--- src/rtl/guess_history_display_if.sv ---
// Guess handshake between the message receiver and the history block.
// master: ready/msg/clear out, busy and status pulses in; slave: reverse.
interface guess_history_display_if;
   logic       ready;
   logic [7:0] msg;
   logic       clear;
   logic       busy;
   logic       accepted;
   logic       dup;
   logic       invalid;
   logic       full;

   modport master (
      output ready, msg, clear,
      input  busy, accepted, dup, invalid, full
   );

   modport slave (
      input  ready, msg, clear,
      output busy, accepted, dup, invalid, full
   );
endinterface

--- src/rtl/guess_history_display.sv ---
// Guess history front end for two 16x2 LCD row buffers.
// Ports: clk, rst (sync high), bus (ready/msg/clear in, busy/status out),
// count (filled slots), row1 (last letter centred), row2 (history).
module guess_history_display #(
   parameter int         SLOTS = 10,
   parameter int         COLS  = 16,
   parameter logic [7:0] BLANK = 8'h5F,
   parameter bit         WRAP  = 1'b1
) (
   input  logic                       clk,
   input  logic                       rst,
   guess_history_display_if.slave     bus,
   output logic [$clog2(SLOTS+1)-1:0] count,
   output logic [8*COLS-1:0]          row1,
   output logic [8*COLS-1:0]          row2
);

   localparam int CW  = $clog2(SLOTS + 1);
   localparam int IW  = (SLOTS > 1) ? $clog2(SLOTS) : 1;
   localparam int MID = (COLS - 1) / 2;

   typedef enum logic [1:0] {
      IDLE,
      CHECK,
      CLEARING
   } state_t;

   state_t        state;
   state_t        nstate;

   logic [7:0]    slot [SLOTS];
   logic [CW-1:0] cnt;
   logic [7:0]    last;
   logic [7:0]    lat_ch;
   logic          lat_inv;
   logic [IW-1:0] idx;

   logic          acc_q;
   logic          dup_q;
   logic          inv_q;
   logic          ful_q;

   logic [7:0]    norm;
   logic          inv_in;
   logic          hit;
   logic          is_full;

   logic          do_latch;
   logic          do_acc;
   logic          do_dup;
   logic          do_inv;
   logic          do_ful;
   logic          start_clr;
   logic          clr_step;
   logic          clr_done;

   // Fold lowercase onto uppercase; anything outside the two
   // letter ranges is flagged and carried to CHECK as invalid.
   always_comb begin
      norm   = bus.msg;
      inv_in = 1'b1;
      if (bus.msg >= 8'h61 && bus.msg <= 8'h7A) begin
         norm   = bus.msg - 8'h20;
         inv_in = 1'b0;
      end else if (bus.msg >= 8'h41 && bus.msg <= 8'h5A) begin
         inv_in = 1'b0;
      end
   end

   // Only the filled part of the history takes part in the
   // duplicate search; stale slots beyond count never match.
   always_comb begin
      hit = 1'b0;
      for (int i = 0; i < SLOTS; i++) begin
         if ((CW'(i) < cnt) && (slot[i] == lat_ch)) begin
            hit = 1'b1;
         end
      end
   end

   assign is_full = (cnt == CW'(SLOTS));

   always_ff @(posedge clk) begin
      if (rst) begin
         state <= IDLE;
      end else begin
         state <= nstate;
      end
   end

   always_comb begin
      nstate    = state;
      do_latch  = 1'b0;
      do_acc    = 1'b0;
      do_dup    = 1'b0;
      do_inv    = 1'b0;
      do_ful    = 1'b0;
      start_clr = 1'b0;
      clr_step  = 1'b0;
      clr_done  = 1'b0;
      unique case (state)
         IDLE: begin
            if (bus.clear) begin
               nstate    = CLEARING;
               start_clr = 1'b1;
            end else if (bus.ready) begin
               nstate   = CHECK;
               do_latch = 1'b1;
            end
         end
         CHECK: begin
            nstate = IDLE;
            priority case (1'b1)
               lat_inv:          do_inv = 1'b1;
               hit:              do_dup = 1'b1;
               (is_full && !WRAP): do_ful = 1'b1;
               default:          do_acc = 1'b1;
            endcase
         end
         CLEARING: begin
            clr_step = 1'b1;
            if (idx == IW'(SLOTS - 1)) begin
               clr_done = 1'b1;
               nstate   = IDLE;
            end
         end
         default: nstate = IDLE;
      endcase
   end

   always_ff @(posedge clk) begin
      if (rst) begin
         for (int i = 0; i < SLOTS; i++) begin
            slot[i] <= BLANK;
         end
         cnt     <= '0;
         last    <= 8'h20;
         lat_ch  <= 8'h20;
         lat_inv <= 1'b0;
         idx     <= '0;
         acc_q   <= 1'b0;
         dup_q   <= 1'b0;
         inv_q   <= 1'b0;
         ful_q   <= 1'b0;
      end else begin
         acc_q <= do_acc;
         dup_q <= do_dup;
         inv_q <= do_inv;
         ful_q <= do_ful;
         if (do_latch) begin
            lat_ch  <= norm;
            lat_inv <= inv_in;
         end
         if (start_clr) begin
            idx <= '0;
         end
         if (clr_step) begin
            slot[idx] <= BLANK;
            idx       <= idx + 1'b1;
         end
         if (clr_done) begin
            cnt  <= '0;
            last <= 8'h20;
         end
         if (do_acc) begin
            last <= lat_ch;
            if (!is_full) begin
               slot[cnt] <= lat_ch;
               cnt       <= cnt + 1'b1;
            end else begin
               // Full with wrap: oldest drops off the left end.
               for (int i = 0; i < SLOTS - 1; i++) begin
                  slot[i] <= slot[i+1];
               end
               slot[SLOTS-1] <= lat_ch;
            end
         end
      end
   end

   always_comb begin
      row1 = {COLS{8'h20}};
      row1[8*(COLS-1-MID) +: 8] = last;
      row2 = {COLS{8'h20}};
      for (int i = 0; i < SLOTS; i++) begin
         row2[8*(COLS-1-i) +: 8] = slot[i];
      end
   end

   assign bus.busy     = (state != IDLE);
   assign bus.accepted = acc_q;
   assign bus.dup      = dup_q;
   assign bus.invalid  = inv_q;
   assign bus.full     = ful_q;
   assign count        = cnt;

endmodule
--- src/flat_wrapper.sv ---
// flat-port wrapper written by rule: the top's interface ports become plain ports
module guess_history_display_flat 
#(
   parameter int         SLOTS = 10,
   parameter int         COLS  = 16,
   parameter logic [7:0] BLANK = 8'h5F,
   parameter bit         WRAP  = 1'b1
)
  (clk, rst, count, row1, row2, bus_ready, bus_msg, bus_clear, bus_busy, bus_accepted, bus_dup, bus_invalid, bus_full);
  guess_history_display_if bus_i ();
  input  logic clk;
  input  logic rst;
  output logic [$clog2(SLOTS+1)-1:0] count;
  output logic [8*COLS-1:0] row1;
  output logic [8*COLS-1:0] row2;
  input wire logic [$bits(bus_i.ready)-1:0] bus_ready;
  input wire logic [$bits(bus_i.msg)-1:0] bus_msg;
  input wire logic [$bits(bus_i.clear)-1:0] bus_clear;
  output wire logic [$bits(bus_i.busy)-1:0] bus_busy;
  output wire logic [$bits(bus_i.accepted)-1:0] bus_accepted;
  output wire logic [$bits(bus_i.dup)-1:0] bus_dup;
  output wire logic [$bits(bus_i.invalid)-1:0] bus_invalid;
  output wire logic [$bits(bus_i.full)-1:0] bus_full;
  assign bus_i.ready = bus_ready;
  assign bus_i.msg = bus_msg;
  assign bus_i.clear = bus_clear;
  assign bus_busy = bus_i.busy;
  assign bus_accepted = bus_i.accepted;
  assign bus_dup = bus_i.dup;
  assign bus_invalid = bus_i.invalid;
  assign bus_full = bus_i.full;
  guess_history_display #(.SLOTS(SLOTS), .COLS(COLS), .BLANK(BLANK), .WRAP(WRAP)) u_core (.clk(clk), .rst(rst), .bus(bus_i), .count(count), .row1(row1), .row2(row2));
endmodule
--- config.mk ---
export PLATFORM = sky130hd
export DESIGN_NAME = guess_history_display_flat
export DESIGN_NICKNAME = d
export VERILOG_FILES = /design/src/rtl/guess_history_display_if.sv /design/src/rtl/guess_history_display.sv /design/src/flat_wrapper.sv
export SDC_FILE = /design/constraint.sdc
export NUM_CORES = 1
export LEC_CHECK = 0
export CELL_PAD_IN_SITES_DETAIL_PLACEMENT = 0
export CELL_PAD_IN_SITES_GLOBAL_PLACEMENT = 2
export CORE_MARGIN = 2
export CORE_UTILIZATION = 26
export CTS_CLUSTER_DIAMETER = 40
export DETAILED_ROUTE_END_ITERATION = 8
export GPL_TIMING_DRIVEN = 0
export HOLD_SLACK_MARGIN = 0.08
export PLACE_DENSITY = 0.87
export SYNTH_ARGS = -nofsm -noshare
export SYNTH_HDL_FRONTEND = slang
export SYNTH_SLANG_ARGS = --single-unit
--- constraint.sdc ---
create_clock -name clk -period 4.5 [get_ports clk]
set_input_delay 0.9 -clock clk [delete_from_list [all_inputs] [get_ports clk]]
set_output_delay 0.9 -clock clk [all_outputs]
set_load 0.02 [all_outputs]
## After elaboration in Yosys (flattened, before gate mapping)

Memory sizes are Yosys's and may differ from the RTL's.
Cells that the tools add are included.

| word-level totals | value |
|---|---|
| register bits | 30 |
| latch bits | 0 |
| memory bits (writable) | 80 |
| ROM bits | 0 |
| output and inout port bits | 265 |
| logic and storage cells | 141 |
| memories | 1 |

Memory list:

| memory | words | width | read ports | clocked after memory_dff | wr ports | line | RTL |
|---|---|---|---|---|---|---|---|
| u_core.slot | 10 | 8 | 10 | 0 | 10 | guess_history_display.sv:31 | `logic [7:0] slot [SLOTS];` |

| cells by class | value |
|---|---|
| $add $sub $neg | 3 |
| multiply operators | 0 |
| divide/modulo/power cells | 0 |
| magnitude comparators | 14 |
| eq/ne operators | 16 |
| shift-type cells | 0 |
| mux-type cells | 66 |
| bitwise operators | 11 |
| reduce and logical (&&, ||, !) cells | 21 |

Operators by type and width:

| cell | number |
|---|---|
| 2-to-1 mux 8 bit | 15 |
| == test 8 bit | 10 |
| 2-to-1 mux 1 bit | 40 |
| 2-to-1 mux 4 bit | 7 |
| greater-or-equal comparator 8 x 7 -> 1 bit, second input constant | 2 |
| <= comparator 8 x 7 -> 1 bit, second input constant | 2 |
| < comparator 3 x 4 -> 1 bit, first input constant | 4 |
| OR reduction 8 bit | 2 |
| logical AND 1 bit | 12 |
| bitwise OR 1 bit | 10 |
| adder 4 x 1 -> 4 bit, second input constant | 2 |
| == test 4 bit, second input constant | 2 |
| < comparator 1 x 4 -> 1 bit, first input constant | 2 |
| < comparator 2 x 4 -> 1 bit, first input constant | 2 |
| < comparator 4 bit, first input constant | 2 |
| subtractor 8 x 6 -> 8 bit, second input constant | 1 |
| 2-to-1 mux 2 bit | 3 |
| nonzero test 2 bit | 3 |
| one-hot mux 2 bit (2 select lines) | 1 |
| != test 3 bit, second input constant | 1 |
| OR reduction 3 bit | 1 |
| == test 2 x 1 -> 1 bit, second input constant | 1 |
| == test 2 bit, second input constant | 1 |
| logical NOT 2 bit | 1 |
| other kinds (4) | 4 |

## Longest topological paths before layout

An unclocked memory read counts as a cell.

| depth | value |
|---|---|
| depth after elaboration | 22 |
| mapped depth | 12 |
| gate-level depth less buffers | 9 |

## Worst setup path after synthesis

No wires, ideal clock.

| timing | value |
|---|---|
| path kind | reg-to-reg |
| from | register u_core.cnt[1], in the netlist u_core.count[1] |
| to | memory u_core.slot[3][0], enable pin |
| library setup time | 384 ps |
| data arrival time | 2994 ps |
| required time | 4116 ps |
| path slack | 1122 ps |
| cell stages (with the launch flop) | 11 |
| buffers on the path | 1 |
| period minus slack after synthesis | 3378 ps |
| path through | dfxtp_1 clkbuf_1 inv_1 ha_1 a21oi_1 nand4_1 o211ai_1 or3_4 nor4_4 mux2_2 o21ai_0 |

RTL lines:

| item | line | RTL |
|---|---|---|
| from (decl) | guess_history_display.sv:32 | `logic [CW-1:0] cnt;` |
| from (signal assigned) | guess_history_display.sv:169 | `cnt <= cnt + 1'b1;` |
| to (decl) | guess_history_display.sv:31 |  |

==> Implementation_results.wiki <==
{| class="wikitable"
! Metric !! Value
|-
| Htree depth || 3
|-
| Data required time of the worst path || roughly 4.5 ns
|-
| Largest cells by area after synthesis || edfxtp_1, buf_4, dfxtp_1
|-
| Global route hottest layer || met2
|-
| Total buffers and inverters traversed by the critical path || 3
|-
| Maximum ir drop on the vdd rail || 0.1909 mV
|-
| Sum of negative setup slack || 0 ns
|-
| Combined global-route utilization of all metal layers || 0.1596
|-
| Post-Synthesis Cell Area || between 7000 and 8000 sq um
|-
| Cell breakdown of the critical path || clkbuf_1 > inv_1 > ha_1 > a21o_1 > nor3_1 > a21oi_1 > a22oi_1 > nor4_4 > buf_4 > mux2i_1 > o21ai_0
|-
| Nature of the critical path endpoint || register
|-
| Drt first pass iters || 5
|-
| Total power per unit cell area || between 200 and 250 nW/um^2
|-
| Layout net count || 1033
|-
| Setup fix buffers added after clock tree synthesis || 0
|-
| Number of flops mapped to enable cells by yosys || 80
|-
| Synth-to-layout area growth || 33.99%
|-
| Cell area after placement || 9432 sq um
|-
| Period utilization || 0.9616
|-
| Cell accounting for the most synthesized area || edfxtp_1
|-
| Global Route met1 Usage || 0.2037
|-
| Sequential fraction of the synthesis area || 0.4130
|-
| Port Buf Inserts || approximately 110
|-
| Share of layout cells above drive strength 1 || 0.2169
|-
| GRT met3 Usage || 0.04142
|-
| Number of warnings printed during yosys synthesis || 0
|-
| Hold EP || u_core.bus.invalid
|-
| Fmax || between 200 and 250 MHz
|-
| First-pass GRT wire length || ~34000 microns
|-
| Arrival time worst endpoint || approximately 4.3 ns
|-
| Number of top-level design ports || between 200 and 300
|-
| Placement row count || 61
|-
| Standard cell core area || 27630 sq um
|-
| Most common cell in the synthesized netlist || buf_4
|-
| Setup repair after global routing missed its margin || yes
|-
| Initial standard-cell utilization of the core || 0.2632
|-
| Pin count of the biggest net entering global routing || 19
|-
| Final Hold Fails || 0
|-
| Critical path startpoint category || register
|-
| Worst Slack Setup Final || between 0.15 and 0.2 ns
|-
| R2r endpoint || u_core.slot[5][2]
|-
| First-iteration detailed-routing DRC count || 528
|-
| Congestion Overflow GR || 0
|-
| Met2 track demand over resource in global routing || 0.2595
|-
| Remaining max-slew budget at the tightest pin || 0.2106
|-
| Share of the synthesized area in the top cell type || 0.3304
|-
| Detailed-placement wirelength estimate || about 18000 microns
|-
| Dpl ws || approximately 0.25 ns
|-
| Avg Inst Size Synth || roughly 10 sq um
|-
| Total CTS buffers || 9
|-
| Final worst clock skew || around 0.010 ns
|-
| Commonest cells in the synthesized netlist || buf_4, edfxtp_1, xor2_1
|-
| Max-slew violation total from the final report || 0
|-
| Total via count in the routed design || between 5000 and 6000
|-
| Worst stage delay on the critical path || just under 1 ns
|-
| Post-layout total power || about 2.4 mW
|-
| Flop-to-flop setup slack || 0.17 ns
|-
| Final cell area excluding filler cells || 9742 sq um
|-
| Initial antenna violation count || 0
|-
| Tightest Pin Transition || around 1.2 ns
|-
| Origin of the worst min-delay path || u_core.lat_inv
|-
| Critical-path top delay cell || o21ai_0
|-
| Leakage power summed over all cells || around 3.7 nW
|-
| Number of nets with antenna violations after detailed routing || 0
|-
| DR WL/cell || 17.00 microns
|-
| TritonCTS clock tree || built
|-
| Clock Path Buffers || 2
|-
| Type of the most critical hold path || register to register
|-
| Source of the worst register-to-register timing path || u_core.count[1]
|-
| Number of setup violations in the final report || 0
|-
| Number of instances in the synthesized netlist || 730
|-
| Horizontal die dimension || approximately 170 microns
|-
| Most frequently used flop master after synthesis || edfxtp_1
|-
| Async SR Flop Fraction || 0
|-
| Post-CTS clock slew at the launch and capture registers of the worst setup and hold paths || ~0.070 ns
|-
| Kind of cell adding the most delay to the critical path || compound AO/OA/AOI/OAI gates
|-
| Final routed wirelength across all metal layers || about 24000 microns
|-
| Post-synth cell types || 60
|-
| Crit-path max FO || 10
|-
| Crit path kind || register to register
|-
| Reported max-cap violation count || 0
|-
| DRC errors left || 0
|-
| Later-pin clock latency in the skew report || ~0.37 ns
|-
| Via density per instance || roughly 4.2
|-
| Final weighted congestion of routability-driven global placement || between 0.9 and 1
|-
| Die span in y || 171.2 microns
|-
| Reg2Reg Depth || 11
|-
| Min cycle time layout || 4.327 ns
|-
| Vias in the first global route || 5449
|-
| Clock Sinks || 110
|-
| Hold Path Stages || 1
|-
| #FFs+latches synth || 110
|-
| Run status || finished, final reports clean
|-
| Floorplan die area || a little under 30000 sq um
|-
| CTS root buffer || clkbuf_16
|}
## worst max path at each step
stage,startpoint,end,slack [ns],cells past startpoint
after floorplan,u_core.count[1],u_core.slot[3][0],1.12,10
after global placement,u_core.count[1],u_core.slot[1][4],0.24,11
after detailed placement,u_core.count[1],u_core.slot[0][0],0.25,11
after CTS,u_core.count[1],u_core.slot[0][0],0.24,11
after global routing,u_core.count[1],u_core.slot[9][0],-0.08,11
final,u_core.count[1],u_core.slot[5][2],0.17,11
## sequential cells by signal, summed over array words and instances (netlist names)
signal               cells
u_core.slot             80
u_core.last              8
u_core.lat_ch            8
u_core.count             4
u_core.idx               4
u_core.state             2
u_core.bus.accepted      1
u_core.bus.dup           1
u_core.bus.invalid       1
u_core.lat_inv           1
## per-layer routing
layer,routed length (microns),part of all wire,vias to the layer above
li1,-,-,2823
met1,10080,0.42,2779
met2,11160,0.47,295
met3,1988,0.084,32
met4,541,0.023,0
met5,0,0,-
## power by group
group	leakage, nW	internal [mW]	switching [mW]
sequential	0.859	1.10	0.0235
clock	0.149	0.451	0.393
combinational	2.71	0.167	0.272
total	3.72	1.72	0.688
## timing repair
action	CTS	global route
gates resized for setup	0	7
hold buffers	0	0
endpoints found under the setup margin	0	66
## kinds of logic after synthesis
family,share of synthesized area
simple gates,0.1127
flops,0.4130
other cells,0.001033
mux,0.008604
buf+inv,0.2108
compound gates,0.1454
fa+ha+maj,0.01205
xor+xnor,0.09637
## cell type report
| cell class | instances | area (sq um) |
|---|---|---|
| clock buffer | 10 | 239.0 |
| fill | 2879 | 17890 |
| sequential | 110 | 3003 |
| multi-input combinational | 562 | 3362 |
| tap | 378 | 473.0 |
| clock inverter | 6 | 68.82 |
| timing repair buffer | 106 | 1061 |
| antenna | 1 | 2.502 |
| inverter | 15 | 56.30 |
| buffer | 210 | 1476 |
## per-stage QoR
stage / util / hold slack, ns / std cells
floorplan: - / 0.4597 / 897
global placement: 0.3414 / 0.4755 / 1381
detailed placement: 0.3414 / 0.4790 / 1381
CTS: 0.3525 / 0.4897 / 1397
global route: 0.3525 / 0.5105 / 1397
finish: 0.3526 / 0.4889 / 1398
## cell usage in the layout (no fill, tap or decap), types with 15 or more instances in the layout
cell,synthesis,layout
o21ai_0,25,18
o22a_1,40,40
nor2_1,24,24
buf_4,174,174
clkdlybuf4s50_1,0,106
clkbuf_1,20,20
dfxtp_1,30,30
xnor2_1,20,20
edfxtp_1,80,80
nand2_1,50,50
a21oi_1,27,27
xor2_1,60,60
conb_1,2,169
inv_1,15,15
No activity file was read; power rests on OpenSTA's default activity.
